## src/rtl/cs_microsequencer.sv

```systemverilog
// Control-store micro-sequencer: computes the next micro-PC from the MIR, PSR, IR and memory ACK,
// with a micro-subroutine return stack, a memory-wait stall and sticky stack-error flags.
module cs_microsequencer #(
    parameter int ADDR_WIDTH     = 11,
    parameter int DISPATCH_WIDTH = 8,
    parameter int STACK_DEPTH    = 4,
    parameter logic [ADDR_WIDTH-1:0] RESET_ADDR = '0
) (
    input  logic                               CS_SEQ_CLOCK_50,
    input  logic                               CS_SEQ_RESET_InLow,
    input  logic                               CS_SEQ_clear_InLow,
    input  logic [2:0]                         CS_SEQ_COND_InBUS,
    input  logic [1:0]                         CS_SEQ_OP_InBUS,
    input  logic [ADDR_WIDTH-1:0]              CS_SEQ_JUMP_InBUS,
    input  logic [3:0]                         CS_SEQ_FLAGS_InBUS,
    input  logic                               CS_SEQ_Bit13,
    input  logic [DISPATCH_WIDTH-1:0]          CS_SEQ_DISPATCH_InBUS,
    input  logic                               CS_SEQ_RD,
    input  logic                               CS_SEQ_WR,
    input  logic                               CS_SEQ_ACK,
    output logic [ADDR_WIDTH-1:0]              CS_SEQ_UPC_OutBUS,
    output logic [$clog2(STACK_DEPTH+1)-1:0]   CS_SEQ_DEPTH_OutBUS,
    output logic                               CS_SEQ_WAIT_Out,
    output logic                               CS_SEQ_OVF_Out,
    output logic                               CS_SEQ_UNF_Out
);
    localparam int DEPTH_W = $clog2(STACK_DEPTH + 1);
    localparam int IDX_W   = (STACK_DEPTH > 1) ? $clog2(STACK_DEPTH) : 1;
    localparam logic [DEPTH_W-1:0] FULL = DEPTH_W'(STACK_DEPTH);

    localparam logic [1:0] OP_CALL = 2'b01;
    localparam logic [1:0] OP_RET  = 2'b10;

    logic [ADDR_WIDTH-1:0] upc_q;
    logic [ADDR_WIDTH-1:0] stack_q [STACK_DEPTH];
    logic [DEPTH_W-1:0]    depth_q;
    logic                  ovf_q;
    logic                  unf_q;

    logic [ADDR_WIDTH-1:0] inc;
    logic [ADDR_WIDTH-1:0] next_upc;
    logic                  taken;
    logic                  do_push;
    logic                  do_pop;
    logic                  ovf_evt;
    logic                  unf_evt;
    logic                  stall;
    logic [IDX_W-1:0]      push_idx;
    logic [IDX_W-1:0]      top_idx;

    // Stall handshake: a MIR memory request (RD or WR) is outstanding until ACK is seen.
    // While WAIT is high nothing in the sequencer advances; the op held on the MIR executes
    // on the first cycle ACK is high, exactly once.
    assign stall = (CS_SEQ_RD | CS_SEQ_WR) & ~CS_SEQ_ACK;

    assign push_idx = IDX_W'(depth_q);
    assign top_idx  = IDX_W'(depth_q - DEPTH_W'(1));

    always_comb begin
        inc      = upc_q + ADDR_WIDTH'(1);
        taken    = 1'b0;
        next_upc = inc;
        do_push  = 1'b0;
        do_pop   = 1'b0;
        ovf_evt  = 1'b0;
        unf_evt  = 1'b0;

        unique case (CS_SEQ_COND_InBUS)
            3'd1:    taken = CS_SEQ_FLAGS_InBUS[3];
            3'd2:    taken = CS_SEQ_FLAGS_InBUS[2];
            3'd3:    taken = CS_SEQ_FLAGS_InBUS[1];
            3'd4:    taken = CS_SEQ_FLAGS_InBUS[0];
            3'd5:    taken = CS_SEQ_Bit13;
            3'd6:    taken = 1'b1;
            default: taken = 1'b0;
        endcase

        unique case (CS_SEQ_OP_InBUS)
            OP_CALL: begin
                // The jump is taken even when the return address cannot be saved.
                next_upc = CS_SEQ_JUMP_InBUS;
                if (depth_q == FULL) ovf_evt = 1'b1;
                else                 do_push = 1'b1;
            end
            OP_RET: begin
                if (depth_q == '0) begin
                    unf_evt = 1'b1;
                end else begin
                    next_upc = stack_q[top_idx];
                    do_pop   = 1'b1;
                end
            end
            default: begin
                if (CS_SEQ_COND_InBUS == 3'd7)
                    next_upc = {1'b1, CS_SEQ_DISPATCH_InBUS, 2'b00};
                else if (taken)
                    next_upc = CS_SEQ_JUMP_InBUS;
            end
        endcase
    end

    always_ff @(posedge CS_SEQ_CLOCK_50 or negedge CS_SEQ_RESET_InLow) begin
        if (!CS_SEQ_RESET_InLow) begin
            upc_q   <= RESET_ADDR;
            depth_q <= '0;
            ovf_q   <= 1'b0;
            unf_q   <= 1'b0;
            for (int i = 0; i < STACK_DEPTH; i++) stack_q[i] <= '0;
        end else if (!stall) begin
            upc_q <= next_upc;
            if (do_push) begin
                stack_q[push_idx] <= inc;
                depth_q           <= depth_q + DEPTH_W'(1);
            end else if (do_pop) begin
                depth_q <= depth_q - DEPTH_W'(1);
            end
            // An error event in the same cycle as the clear leaves the flag set.
            ovf_q <= (ovf_q & CS_SEQ_clear_InLow) | ovf_evt;
            unf_q <= (unf_q & CS_SEQ_clear_InLow) | unf_evt;
        end
    end

    assign CS_SEQ_UPC_OutBUS   = upc_q;
    assign CS_SEQ_DEPTH_OutBUS = depth_q;
    assign CS_SEQ_WAIT_Out     = stall;
    assign CS_SEQ_OVF_Out      = ovf_q;
    assign CS_SEQ_UNF_Out      = unf_q;

endmodule

```

## config.mk

```make
export PLATFORM = sky130hd
export DESIGN_NAME = cs_microsequencer
export DESIGN_NICKNAME = d
export VERILOG_FILES = /design/src/rtl/cs_microsequencer.sv
export SDC_FILE = /design/constraint.sdc
export NUM_CORES = 1
export LEC_CHECK = 0
export ABC_AREA = 0
export BUFFER_PORTS_ARGS = -buffer_cell sky130_fd_sc_hd__buf_2
export CELL_PAD_IN_SITES_DETAIL_PLACEMENT = 1
export CELL_PAD_IN_SITES_GLOBAL_PLACEMENT = 1
export CORE_MARGIN = 1.5
export CORE_UTILIZATION = 47
export CTS_CLUSTER_DIAMETER = 200
export DETAILED_ROUTE_END_ITERATION = 6
export GPL_ROUTABILITY_DRIVEN = 0
export MAX_ROUTING_LAYER = met4
export PLACE_DENSITY = 0.91
export SETUP_SLACK_MARGIN = 0.05
export SLEW_MARGIN = 20
export SYNTH_ARGS = -nofsm -noshare
export SYNTH_HDL_FRONTEND = slang
export SYNTH_SLANG_ARGS = --single-unit
```

## constraint.sdc

```tcl
create_clock -name CS_SEQ_CLOCK_50 -period 6.75 [get_ports CS_SEQ_CLOCK_50]
set_clock_uncertainty 0.05 [all_clocks]
set_input_delay 1.35 -clock CS_SEQ_CLOCK_50 [delete_from_list [all_inputs] [get_ports CS_SEQ_CLOCK_50]]
set_output_delay 1.35 -clock CS_SEQ_CLOCK_50 [all_outputs]
set_load 0.02 [all_outputs]
```

Word level (Yosys, flattened, before mapping). Cells that the tools add are included.

Multiplexer cells: 21. Add/subtract/negate cells: 3. Reductions and logical operators: 5. Equal/unequal tests: 10. Bitwise operators: 10. Order comparisons: 3.

Operator list (count): $mux 11 (6); $bwmux 44 (1); $bmux 11 s2 (1); $demux 11 s2 (1); $pmux 11 s2 (1); $eq 3x3->1 const B (5); $add 11x1->11 const B (1); $mux 1 (8); $eq 3x2->1 const B (2); $ge 3x3->1 const B (2); $mux 3 (2); $not 2->3 (2); $pmux 1 s6 (1); $reduce_and 2->1 (2); $add 3x1->3 const B (1); $and 1x1->1 (3); $eq 3x1->1 const B (1); $logic_not 3->1 (1); $lt 3x1->1 const B (1); $or 1x1->1 (3); $sub 3x1->3 const B (1); $eq 2x1->1 const B (1); $eq 2x2->1 const B (1); $not 1->1 (2); 2 further kinds (2).

Bits of input ports: 35. Output and inout port bits: 17. Register bits after elaboration: 60.

Longest topological paths before layout.
Depth in word-level cells: 7. Depth in mapped cells: 10. Depth with buffers taken out: 8.

Least setup slack after synthesis. No wires, ideal clock.

Path kind: in2out. Start: in CS_SEQ_WR. End: out CS_SEQ_WAIT_Out. Stages on the path: 5. Buffers on the path: 2. Data required time: 5.350 ns. Arrival time: 2.204 ns. Slack: 3.146 ns. Path through: nor2_1 > or2_2 > buf_6 > inv_8 > clkbuf_1.

Longest elaborated chain between the ends: 2.

RTL lines: start: declaration (line 19) `input logic CS_SEQ_WR,`; $or 1x1->1 (line 54) `assign stall = (CS_SEQ_RD | CS_SEQ_WR) & ~CS_SEQ_ACK;`; $and 1x1->1 (line 54); end: declaration (line 23) `output logic CS_SEQ_WAIT_Out,`.

Every way passes these cells.

Final worst setup path.
Start: in CS_SEQ_ACK. End: out CS_SEQ_WAIT_Out.

Longest elaborated chain between the ends: 2.

RTL lines: start: declaration (line 20) `input logic CS_SEQ_ACK,`; $not 1->1 (line 54); $and 1x1->1 (line 54).

Every way passes these cells.

==> results_dict.tcl <==
set metrics [dict create \
    outcome "completed" \
    ys_async_sr_fraction_pct 100 \
    cts_buffers 9 \
    hold_viol 0 \
    synth_top_family_by_area "compound AO/OA/AOI/OAI gates" \
    worstHoldPathType "reg2reg" \
    cts_hold_buf 0 \
    cts.sinks 60 \
    synth_fp_nets 371 \
    synth_edf_count 0 \
    placed_area_sq_um 3520 \
    cts_tree "yes" \
    grt_pass1_vias 3019 \
    p_per_area_nw_per_um2 432 \
    io_buffers 51 \
    cp-end-kind "output port" \
    wl_per_cell_um 20.5 \
    core.rowCount 30 \
    root_buffer "clkbuf_8" \
    die_x_um 86.5 \
    worst-setup-path-type "in2out" \
    ys_types 45 \
    fmax_ghz 0.270 \
    layout-drive-gt1-share_pct 20.5 \
    p_seq_share_pct 39.1 \
    synthCells 328 \
    clk_pin_slew_ns 0.07 \
    dieArea_sq_um 7480 \
    min_period_ns 3.70 \
    syn_area_sq_um 3280 \
    avgSynthCellArea_sq_um 9.99 \
    synth_ff_type "dfrtp_1" \
    clk_path_buf_depth 2 \
    synth_xor_xnor_area_share_pct 2.94 \
    finalCritPeriodShare_pct 54.8 \
    viasPerCell 6.23 \
    p_int_mw 1.01 \
    ys_seq_area_share_pct 45.8 \
    fin_nets 414 \
    power_frac_clock_pct 23.9 \
    antenna_found_initial 0 \
    grt_pass1_wl_um 15400 \
    num_vias 2840 \
    combinationalPowerShare_pct 37.0 \
    swShare_pct 37.8 \
    final_cell_area_sq_um 3750 \
    irDropWorstVdd_v 0.000179 \
    wl_um 9340 \
    initial_utilization_pct 48.5 \
    relSlewSlack_pct 50.0 \
    crit_arrival_ns 2.30 \
    yosysWarningCount 0 \
    cts_max_level 3 \
    insertion_delay_ns 0.35 \
    synth_area_leaders "dfrtp_1, o21ai_0, mux4_1" \
    crit_path_start_kind "input pin" \
    required_ns 5.35 \
    area_growth_pct 14.6 \
    coreArea_sq_um 6760 \
    synth_top_area_share_pct 45.8 \
    grt_usage_pct 28.6 \
    tns_ns 0 \
    io_pins 52 \
    whs_ns 0.429 \
    switchingPower_mw 0.613 \
    yosys.area_share.simple_pct 12.5 \
    synth_compound_area_share_pct 20.0 \
    dpl.hpwl_um 6410 \
    crit_fanout 18 \
    cap_violations 0 \
    yosysMostFrequentCell "dfrtp_1" \
    synth_largest_area_cell "dfrtp_1" \
    drt_iter0_markers 161 \
    cts-resized-gates 0 \
    fin_util_pct 55.6 \
    grt_max_degree 61 \
    cts_setup_buffers 0 \
    firstDrtPassIters 5 \
    drc 0 \
    synthTopCellsByCount "dfrtp_1, o21ai_0, nand2_1, nor2_1, clkbuf_1" \
    rsz0062_at_grt "false" \
    postRouteAntennaNets 0 \
    diodes 0 \
    die_h_um 86.5 \
    finalSetupViolCount 0 \
    synthMuxAreaShare_pct 10.7 \
    gr-total-overflow 0 \
    power.leakage_nw 1.74 \
    synth_fa_ha_area_share_pct 3.05 \
    finalMaxSlewViolations 0 \
    fillers 782 \
    worst_slew_pin_slew_ns 0.750 \
    ys_ff_latch 60 \
]
## cell usage in the layout (no fill, tap or decap), types with 4 or more instances in the layout
master / instances
a211oi_1: 6
a21oi_1: 10
a221o_1: 4
a221oi_1: 6
a22oi_1: 5
buf_2: 51
clkbuf_8: 12
dfrtp_1: 60
ha_1: 8
inv_1: 6
mux2_2: 4
mux4_1: 10
nand2_1: 55
nand3_1: 10
nor2_1: 22
o21ai_0: 57
o22a_1: 7
xnor2_1: 4
xor2_1: 7
## worst paths after layout
kind	from	endpoint	slack, ns	cells past startpoint
max in group asynchronous	CS_SEQ_RESET_InLow	stack_q[36]	5.05	2
worst min register to register	stack_q[7]	stack_q[7]	0.43	2
min in group asynchronous	CS_SEQ_RESET_InLow	stack_q[39]	1.11	2
worst min-delay path	stack_q[7]	stack_q[7]	0.43	2
worst max register to register	CS_SEQ_DEPTH_OutBUS[0]	CS_SEQ_UPC_OutBUS[6]	3.54	7
worst max-delay path	CS_SEQ_ACK	CS_SEQ_WAIT_Out	3.05	4
## flip-flops by register name (all words and copies together), names as in the netlist
signal and count:
CS_SEQ_UPC_OutBUS 11, CS_SEQ_UNF_Out 1, CS_SEQ_OVF_Out 1, CS_SEQ_DEPTH_OutBUS 3
stack_q 44
## cell families (layout without fill, tap and decap cells)
family,after synthesis,in the layout
flops,60,60
mux,17,17
simple gates,98,98
buf+inv,28,76
fa+ha+maj,8,8
compound gates,106,106
xor+xnor,11,11
## per-stage QoR
step	worst slack, ns	std cells	total power, mW
detailed placement	3.06	440	1.23
finish	3.05	456	1.62
floorplan	3.15	328	1.03
global route	3.01	456	1.73
CTS	3.06	456	1.63
global placement	3.08	440	1.18
## layout make-up
cell class                      count  area, sq um  share of cell area [%]
Inverter                            7         33.8                   0.900
Multi-Input combinational cell    240         1610                    43.0
Clock inverter                      3         67.6                    1.80
Sequential cell                    60         1500                    40.0
Timing Repair Buffer               53          270                    7.20
Clock buffer                       13          169                    4.50
Tap cell                           80          100                    2.67
## critical path: stages
cell   delay, ns
buf_2       0.09
or2_2       0.48
inv_8       0.19
buf_2       0.18
## power by group through the flow
stage / clock, mW / sequential, mW / combinational [mW]
final: 0.387 / 0.634 / 0.600
after CTS: 0.395 / 0.634 / 0.600
after detailed placement: 0 / 0.639 / 0.592
after global routing: 0.411 / 0.656 / 0.661
after floorplan: 0 / 0.621 / 0.411
after global placement: 0 / 0.624 / 0.553
## routing by layer
layer	track usage (%)	vias to the layer above	share of wire [%]
met5	-	-	0
met4	12.9	0	2.5
met3	6.19	25	5.2
met2	45.0	101	49
met1	35.5	1428	43
li1	-	1286	-
(Power assumes the default switching activity.)
